--- config.mk ---
export PLATFORM = sky130hd
export DESIGN_NAME = uart_core
export DESIGN_NICKNAME = d
export VERILOG_FILES = /design/src/rtl/uart_core.sv
export SDC_FILE = /design/constraint.sdc
export NUM_CORES = 1
export LEC_CHECK = 0
export BUFFER_PORTS_ARGS = -buffer_cell sky130_fd_sc_hd__buf_2
export CAP_MARGIN = 20
export CORE_ASPECT_RATIO = 1.75
export CORE_MARGIN = 2
export CORE_UTILIZATION = 58
export DETAILED_ROUTE_END_ITERATION = 8
export PLACE_DENSITY_LB_ADDON = 0.05
export SLEW_MARGIN = 20
export SYNTH_ARGS = -nofsm -noshare
export SYNTH_HDL_FRONTEND = slang
export SYNTH_SLANG_ARGS = --single-unit
--- constraint.sdc ---
create_clock -name clk -period 2.4 [get_ports clk]
set_clock_uncertainty 0.15 [all_clocks]
set_input_delay 0.12 -clock clk [delete_from_list [all_inputs] [get_ports clk]]
set_output_delay 0.12 -clock clk [all_outputs]
set_load 0.005 [all_outputs]
--- src/rtl/uart_core.sv ---
`timescale 1ns/1ps
// uart_core: single-clock UART transmitter and receiver, both timed by
// CLKS_PER_BIT cycle counters on clk. TX and RX run independently.
//
// Optional feature macro: UART_PARITY_EN (adds a parity bit to TX frames and
// a parity check in RX; PARITY_ODD selects odd parity). Undefined by default.
//
// Ports:
//   clk             system clock
//   reset           asynchronous active-low reset
//   i_tx_data       word to transmit, latched when a request is accepted
//   i_tx_ready      transmit request, ignored while o_tx_active is high
//   i_rx_data       asynchronous serial receive line (idles high)
//   o_tx_done       one-cycle pulse in the last cycle of the final stop bit
//   o_tx_active     high while a TX frame is in progress
//   o_tx_data       serial transmit line (idles high)
//   o_rx_data       last received word
//   o_rx_done       one-cycle pulse when o_rx_data updates
//   o_rx_frame_err  stop sample was 0 (valid with o_rx_done only)
//   o_rx_parity_err parity mismatch (valid with o_rx_done only)
module uart_core #(
   parameter int unsigned DATA_BITS    = 8,
   parameter int unsigned CLKS_PER_BIT = 16,
   parameter int unsigned STOP_BITS    = 1,
   parameter int unsigned PARITY_ODD   = 0
) (
   input  logic                 clk,
   input  logic                 reset,
   input  logic [DATA_BITS-1:0] i_tx_data,
   input  logic                 i_tx_ready,
   input  logic                 i_rx_data,
   output logic                 o_tx_done,
   output logic                 o_tx_active,
   output logic                 o_tx_data,
   output logic [DATA_BITS-1:0] o_rx_data,
   output logic                 o_rx_done,
   output logic                 o_rx_frame_err,
   output logic                 o_rx_parity_err
);

   localparam int unsigned CNT_W = $clog2(CLKS_PER_BIT);
   localparam int unsigned IDX_W = $clog2(DATA_BITS);
   localparam logic [CNT_W-1:0] CNT_LAST = CNT_W'(CLKS_PER_BIT - 1);
   localparam logic [CNT_W-1:0] CNT_PRE  = CNT_W'(CLKS_PER_BIT - 2);
   localparam logic [CNT_W-1:0] CNT_HALF = CNT_W'(CLKS_PER_BIT / 2 - 1);
   localparam logic [IDX_W-1:0] IDX_LAST = IDX_W'(DATA_BITS - 1);
   localparam logic             STOP_LAST = 1'(STOP_BITS - 1);

   typedef enum logic [2:0] {S_IDLE, S_START, S_DATA, S_PARITY, S_STOP} state_t;

   // Elaboration-time parameter range checks
   if (DATA_BITS < 5 || DATA_BITS > 9) begin : g_bad_data_bits
      $error("uart_core: DATA_BITS must be 5..9");
   end
   if (CLKS_PER_BIT < 4 || (CLKS_PER_BIT % 2) != 0) begin : g_bad_clks
      $error("uart_core: CLKS_PER_BIT must be even and >= 4");
   end
   if (STOP_BITS < 1 || STOP_BITS > 2) begin : g_bad_stop
      $error("uart_core: STOP_BITS must be 1 or 2");
   end
   if (PARITY_ODD > 1) begin : g_bad_parity
      $error("uart_core: PARITY_ODD must be 0 or 1");
   end

   // ---------------- transmitter ----------------
   state_t               r_tx_state;
   logic [CNT_W-1:0]     r_tx_cnt;
   logic [IDX_W-1:0]     r_tx_idx;
   logic                 r_tx_stop;
   logic [DATA_BITS-1:0] r_tx_shift;
`ifdef UART_PARITY_EN
   logic                 r_tx_par;
`endif

   // TX FSM; o_tx_data is loaded with the next bit on each bit boundary
   always_ff @(posedge clk or negedge reset) begin
      if (!reset) begin
         r_tx_state  <= S_IDLE;
         r_tx_cnt    <= '0;
         r_tx_idx    <= '0;
         r_tx_stop   <= 1'b0;
         r_tx_shift  <= '0;
         o_tx_data   <= 1'b1;
         o_tx_active <= 1'b0;
         o_tx_done   <= 1'b0;
`ifdef UART_PARITY_EN
         r_tx_par    <= 1'b0;
`endif
      end else begin
         o_tx_done <= 1'b0;
         case (r_tx_state)
            S_IDLE: begin
               if (i_tx_ready) begin
                  r_tx_shift  <= i_tx_data;
`ifdef UART_PARITY_EN
                  r_tx_par    <= ^i_tx_data ^ 1'(PARITY_ODD);
`endif
                  r_tx_cnt    <= '0;
                  r_tx_state  <= S_START;
                  o_tx_data   <= 1'b0;
                  o_tx_active <= 1'b1;
               end
            end
            S_START: begin
               if (r_tx_cnt == CNT_LAST) begin
                  r_tx_cnt   <= '0;
                  r_tx_idx   <= '0;
                  o_tx_data  <= r_tx_shift[0];
                  r_tx_shift <= r_tx_shift >> 1;
                  r_tx_state <= S_DATA;
               end else begin
                  r_tx_cnt <= r_tx_cnt + 1'b1;
               end
            end
            S_DATA: begin
               if (r_tx_cnt == CNT_LAST) begin
                  r_tx_cnt <= '0;
                  if (r_tx_idx == IDX_LAST) begin
`ifdef UART_PARITY_EN
                     o_tx_data  <= r_tx_par;
                     r_tx_state <= S_PARITY;
`else
                     o_tx_data  <= 1'b1;
                     r_tx_stop  <= 1'b0;
                     r_tx_state <= S_STOP;
`endif
                  end else begin
                     r_tx_idx   <= r_tx_idx + 1'b1;
                     o_tx_data  <= r_tx_shift[0];
                     r_tx_shift <= r_tx_shift >> 1;
                  end
               end else begin
                  r_tx_cnt <= r_tx_cnt + 1'b1;
               end
            end
            S_PARITY: begin
               if (r_tx_cnt == CNT_LAST) begin
                  r_tx_cnt   <= '0;
                  o_tx_data  <= 1'b1;
                  r_tx_stop  <= 1'b0;
                  r_tx_state <= S_STOP;
               end else begin
                  r_tx_cnt <= r_tx_cnt + 1'b1;
               end
            end
            S_STOP: begin
               // Registered pulse must be set one edge early to land in the last cycle
               if (r_tx_cnt == CNT_PRE && r_tx_stop == STOP_LAST) begin
                  o_tx_done <= 1'b1;
               end
               if (r_tx_cnt == CNT_LAST) begin
                  r_tx_cnt <= '0;
                  if (r_tx_stop == STOP_LAST) begin
                     r_tx_state  <= S_IDLE;
                     o_tx_active <= 1'b0;
                  end else begin
                     r_tx_stop <= 1'b1;
                  end
               end else begin
                  r_tx_cnt <= r_tx_cnt + 1'b1;
               end
            end
            default: r_tx_state <= S_IDLE;
         endcase
      end
   end

   // ---------------- receiver ----------------
   logic                 r_rx_s1;
   logic                 r_rx_s2;
   logic                 w_rx_bit;
   state_t               r_rx_state;
   logic [CNT_W-1:0]     r_rx_cnt;
   logic [IDX_W-1:0]     r_rx_idx;
   logic [DATA_BITS-1:0] r_rx_shift;
   logic                 r_rx_wait_high;
`ifdef UART_PARITY_EN
   logic                 r_rx_par_err;
`endif

   // Two-flop synchroniser, reset to the idle (high) level
   always_ff @(posedge clk or negedge reset) begin
      if (!reset) begin
         r_rx_s1 <= 1'b1;
         r_rx_s2 <= 1'b1;
      end else begin
         r_rx_s1 <= i_rx_data;
         r_rx_s2 <= r_rx_s1;
      end
   end

   assign w_rx_bit = r_rx_s2;

   // RX FSM; samples mid-bit, counting from the first low cycle seen in IDLE
   always_ff @(posedge clk or negedge reset) begin
      if (!reset) begin
         r_rx_state     <= S_IDLE;
         r_rx_cnt       <= '0;
         r_rx_idx       <= '0;
         r_rx_shift     <= '0;
         r_rx_wait_high <= 1'b0;
         o_rx_data      <= '0;
         o_rx_done      <= 1'b0;
         o_rx_frame_err <= 1'b0;
`ifdef UART_PARITY_EN
         r_rx_par_err    <= 1'b0;
         o_rx_parity_err <= 1'b0;
`endif
      end else begin
         o_rx_done      <= 1'b0;
         o_rx_frame_err <= 1'b0;
`ifdef UART_PARITY_EN
         o_rx_parity_err <= 1'b0;
`endif
         case (r_rx_state)
            S_IDLE: begin
               r_rx_cnt <= '0;
               // After a break the line must return high before re-arming
               if (r_rx_wait_high) begin
                  if (w_rx_bit) r_rx_wait_high <= 1'b0;
               end else if (!w_rx_bit) begin
                  r_rx_state <= S_START;
               end
            end
            S_START: begin
               if (r_rx_cnt == CNT_HALF) begin
                  r_rx_cnt <= '0;
                  r_rx_idx <= '0;
                  r_rx_state <= w_rx_bit ? S_IDLE : S_DATA;
               end else begin
                  r_rx_cnt <= r_rx_cnt + 1'b1;
               end
            end
            S_DATA: begin
               if (r_rx_cnt == CNT_LAST) begin
                  r_rx_cnt   <= '0;
                  r_rx_shift <= {w_rx_bit, r_rx_shift[DATA_BITS-1:1]};
                  if (r_rx_idx == IDX_LAST) begin
`ifdef UART_PARITY_EN
                     r_rx_state <= S_PARITY;
`else
                     r_rx_state <= S_STOP;
`endif
                  end else begin
                     r_rx_idx <= r_rx_idx + 1'b1;
                  end
               end else begin
                  r_rx_cnt <= r_rx_cnt + 1'b1;
               end
            end
            S_PARITY: begin
               if (r_rx_cnt == CNT_LAST) begin
                  r_rx_cnt   <= '0;
`ifdef UART_PARITY_EN
                  r_rx_par_err <= (^r_rx_shift ^ w_rx_bit) != 1'(PARITY_ODD);
`endif
                  r_rx_state <= S_STOP;
               end else begin
                  r_rx_cnt <= r_rx_cnt + 1'b1;
               end
            end
            S_STOP: begin
               if (r_rx_cnt == CNT_LAST) begin
                  r_rx_cnt       <= '0;
                  r_rx_state     <= S_IDLE;
                  o_rx_done      <= 1'b1;
                  o_rx_data      <= r_rx_shift;
                  o_rx_frame_err <= ~w_rx_bit;
                  r_rx_wait_high <= ~w_rx_bit && (r_rx_shift == '0);
`ifdef UART_PARITY_EN
                  o_rx_parity_err <= r_rx_par_err;
`endif
               end else begin
                  r_rx_cnt <= r_rx_cnt + 1'b1;
               end
            end
            default: r_rx_state <= S_IDLE;
         endcase
      end
   end

`ifndef UART_PARITY_EN
   assign o_rx_parity_err = 1'b0;
`endif

endmodule

==> key figures <==
Route
  – Routed WL: 4.98 mm
  – Drt wl/cell: 15.4 µm
  – Drt pass-1 iters: 4
  – Drt drc: 0
  – Antenna Nets Post-Route: 0
  – Iteration-0 DRC Markers: 32
  – Vias post-DR: 1919
  – Vias/cell: 5.92

Floorplan
  – Core ar.: 4360 µm²
  – Initial core utilization: 0.601
  – I/O pin count: 26
  – Die X: ~55 µm
  – Die area: 5100 µm²
  – Row cnt: 32
  – Vert. Die Dim: 93.0 µm

Critical path
  – Critical path's largest stage delay: 0.44 ns
  – FF-to-FF path depth: 6
  – Worst Path Required: 2.44 ns
  – Crit start category: register
  – Crit-path cells: ha_1 -> ha_1 -> nand2b_1 -> or4_4 -> o31ai_4 -> mux2_2
  – CP bufs+invs: 0
  – CP max FO: 8
  – CP dominant cell by count: ha_1
  – Crit path capture type: register
  – WP depth: 6
  – Crit Path Class: register to register
  – WP data arrival: about 2.2 ns
  – Slowest cell on the critical path: or4_4
  – Worst path top cell family by delay: simple AND/OR/NAND/NOR gates

GRT
  – Pin count of the biggest net entering global routing: 23
  – GRT overflow: 0
  – Vias in the first global route: 1807
  – GRT Util Overall: 0.220
  – Antenna violations before repair: 0
  – First-pass GRT wire length: just over 8 mm

Pwr
  – Max VDD drop: 760 µV
  – LEAKAGE: 1.40 nW
  – Pwr per Cell Area: 1010 nW/µm²
  – Total power draw: 2.98 mW

Synth
  – Seq/Total Area, Yosys: 0.497
  – Synth top area share: 0.467
  – Prevailing post-synth register cell: dfrtp_1
  – Post-synth EDFFs: 0
  – Yosys warnings: 0
  – Fraction of registers with async set/reset: 1.00
  – Mapped Area: 2630 µm²
  – Post-synth cell types: 48
  – Register bit total from synthesis: 52
  – Net Count, Synth: around 260
  – Average size of a mapped cell: around 11 µm²
  – Synth area leaders: dfrtp_1 47%, mux2_2 14%, ha_1 3.3%
  – Post-Synthesis Cells: 242
  – Yosys top cell by area: dfrtp_1

Timing
  – Endpoints failing hold: 0
  – Slew margin rel.: 0.654
  – Fraction of the cycle the final worst path needs: 0.914
  – Pins over their slew limit: 0
  – RSZ-0062 raised after global routing: no
  – Min Tclk post-route: between 2 and 2.5 ns
  – # setup viols final: 0
  – Fin Hold WS: 0.0304 ns
  – Slew @ Worst Pin: 0.519 ns
  – Setup TNS: 0 ns
  – FMAX: 456 MHz

Status
  – Status: complete, no violations

Layout
  – Fin nets: roughly 290
  – Area growth from synthesis to layout: 12.9%
  – Share of cells above drive strength 1: 0.297
  – Multi-input gate area: ~1200 µm²
  – Non-filler cells, final: about 320
  – Diodes inserted: 0
  – Fillers: around 350
  – Register area: 1310 µm²

Placed design
  – HPWL after DPL: between 3 and 4 mm
  – Placed Cells: 313
  – GPL Wtd Cong: 0.812
  – Buffers added on ports: 24

Clock network
  – CTS tree: yes
  – Root Buffer: clkbuf_8
  – H-tree depth: 2
  – Worst-path clk slew: 0.09 ns
  – Skew-Pair Late Insertion Delay: 0.30 ns
  – Clock tree buffer depth: 2
  – CTS buffer count: 5
  – Clock Sinks: 52

Min path
  – Hold Path Class: input port to register
  – Hold Path Depth: 3

Job
  – Max Cap Viol: 0
[path summary, 6_finish.rpt]
check | slack [ns] | startpoint | end
max in group asynchronous | 1.29 | reset | r_rx_s1
hold / removal | 0.03 | i_tx_data[2] | r_tx_shift[2]
min in group asynchronous | 0.12 | reset | r_rx_shift[1]
hold reg to reg | 0.21 | r_rx_s1 | r_rx_s2
setup / recovery | 0.21 | r_tx_idx[0] | r_tx_shift[5]
setup reg to reg | 0.21 | r_tx_idx[0] | r_tx_shift[5]
[stage by stage]
step	utilization	area [µm²]	setup WS, ns
6_report	0.679	2960	0.207
5_1_grt	0.679	2960	0.0658
4_1_cts	0.679	2960	0.188
3_5_place_dp	0.647	2820	0.197
3_3_place_gp	0.647	2820	0.261
2_1_floorplan	-	2630	0.302
[metal layers]
metal | global-route usage | routed length (µm) | vias up
met5 | 0 | 0 | -
met4 | 0.0875 | 102 | 0
met3 | 0.0351 | 127 | 12
met2 | 0.383 | 2790 | 40
met1 | 0.254 | 1950 | 933
li1 | - | - | 934
[cells in the mapped netlist (2+ instances only)]
cell	n
a211o_1	2
o21a_1	2
dfrtp_1	49
and2_1	2
o32ai_1	2
nand4_1	2
dfstp_2	3
a211oi_1	3
mux2i_1	5
clkbuf_1	9
a31oi_1	2
nand2b_1	3
o2bb2ai_1	3
a22oi_1	2
nor2b_1	4
ha_1	7
nor3_1	9
a22o_1	3
inv_1	7
nand2_1	16
nor2_1	16
nand3_1	7
mux2_2	32
nor3b_1	2
a21oi_1	12
buf_2	4
o21ai_0	11
o22ai_1	3
[registers in the layout (all words and copies together), names as in the netlist]
name            cells
o_rx_data           8
r_rx_shift          8
r_tx_shift          8
r_rx_cnt            4
r_tx_cnt            4
r_rx_idx            3
r_rx_state          3
r_tx_idx            3
r_tx_state          3
o_rx_done           1
o_rx_frame_err      1
o_tx_active         1
o_tx_data           1
o_tx_done           1
r_rx_s1             1
r_rx_s2             1
r_rx_wait_high      1
[logic make-up after synthesis]
| group | Yosys count | share of synthesized area |
|---|---|---|
| XOR/XNOR | 1 | 0.00334 |
| multiplexers | 37 | 0.156 |
| AND/OR/NAND/NOR | 69 | 0.132 |
| adder cells (fa/ha/maj) | 8 | 0.0372 |
| other | 1 | 0.00143 |
| AO/OA/AOI/OAI | 53 | 0.139 |
| flip-flops | 52 | 0.497 |
| buffers and inverters | 21 | 0.0334 |
[report_power, final]
group          switching [mW]  internal [mW]  leakage (nW)
logic                   0.495          0.549         0.675
registers               0.275           1.07         0.674
clock network           0.284          0.309        0.0541
total                    1.05           1.93          1.40
[area by class of cell]
type,instances,share of cell area
multi-input cells,169,0.416
well taps,51,0.0215
clock inverters,3,0.0144
flip-flops and latches,52,0.440
repair buffers,37,0.0760
inverters,7,0.00886
clock buffers,5,0.0232
[worst reg2reg max path, cell delays in order, from the launching register on]
cell,delay [ns]
dfrtp_1,0.42
ha_1,0.21
ha_1,0.18
nand2b_1,0.17
or4_4,0.44
o31ai_4,0.14
mux2_2,0.39
[layout by cell type, fill, tap and decap left out, types with 2 or more instances in the layout]
cell type and n:
clkbuf_8 5, a31oi_1 2, nand2_1 16, nor2_1 16, nor3b_1 2, a21oi_1 12, dlygate4sd3_1 3, nand4_1 2
dfrtp_1 49, o32ai_1 2, buf_4 10, buf_2 24, inv_1 7, a22o_1 3, o21a_1 2, ha_1 7
mux2_2 32, dfstp_2 3, and2_1 2, o2bb2ai_1 3, nor2b_1 4, nand2b_1 3, nor3_1 9, a22oi_1 2
a211oi_1 3, a211o_1 2, mux2i_1 5, o21ai_0 11, o22ai_1 3, nand3_1 7
[repair_timing]
action                    CTS  global route
gates resized for setup     0             0
hold buffers                3             0
hold endpoints to repair   31             0
setup buffers               0             0
(Power assumes the default switching activity.)
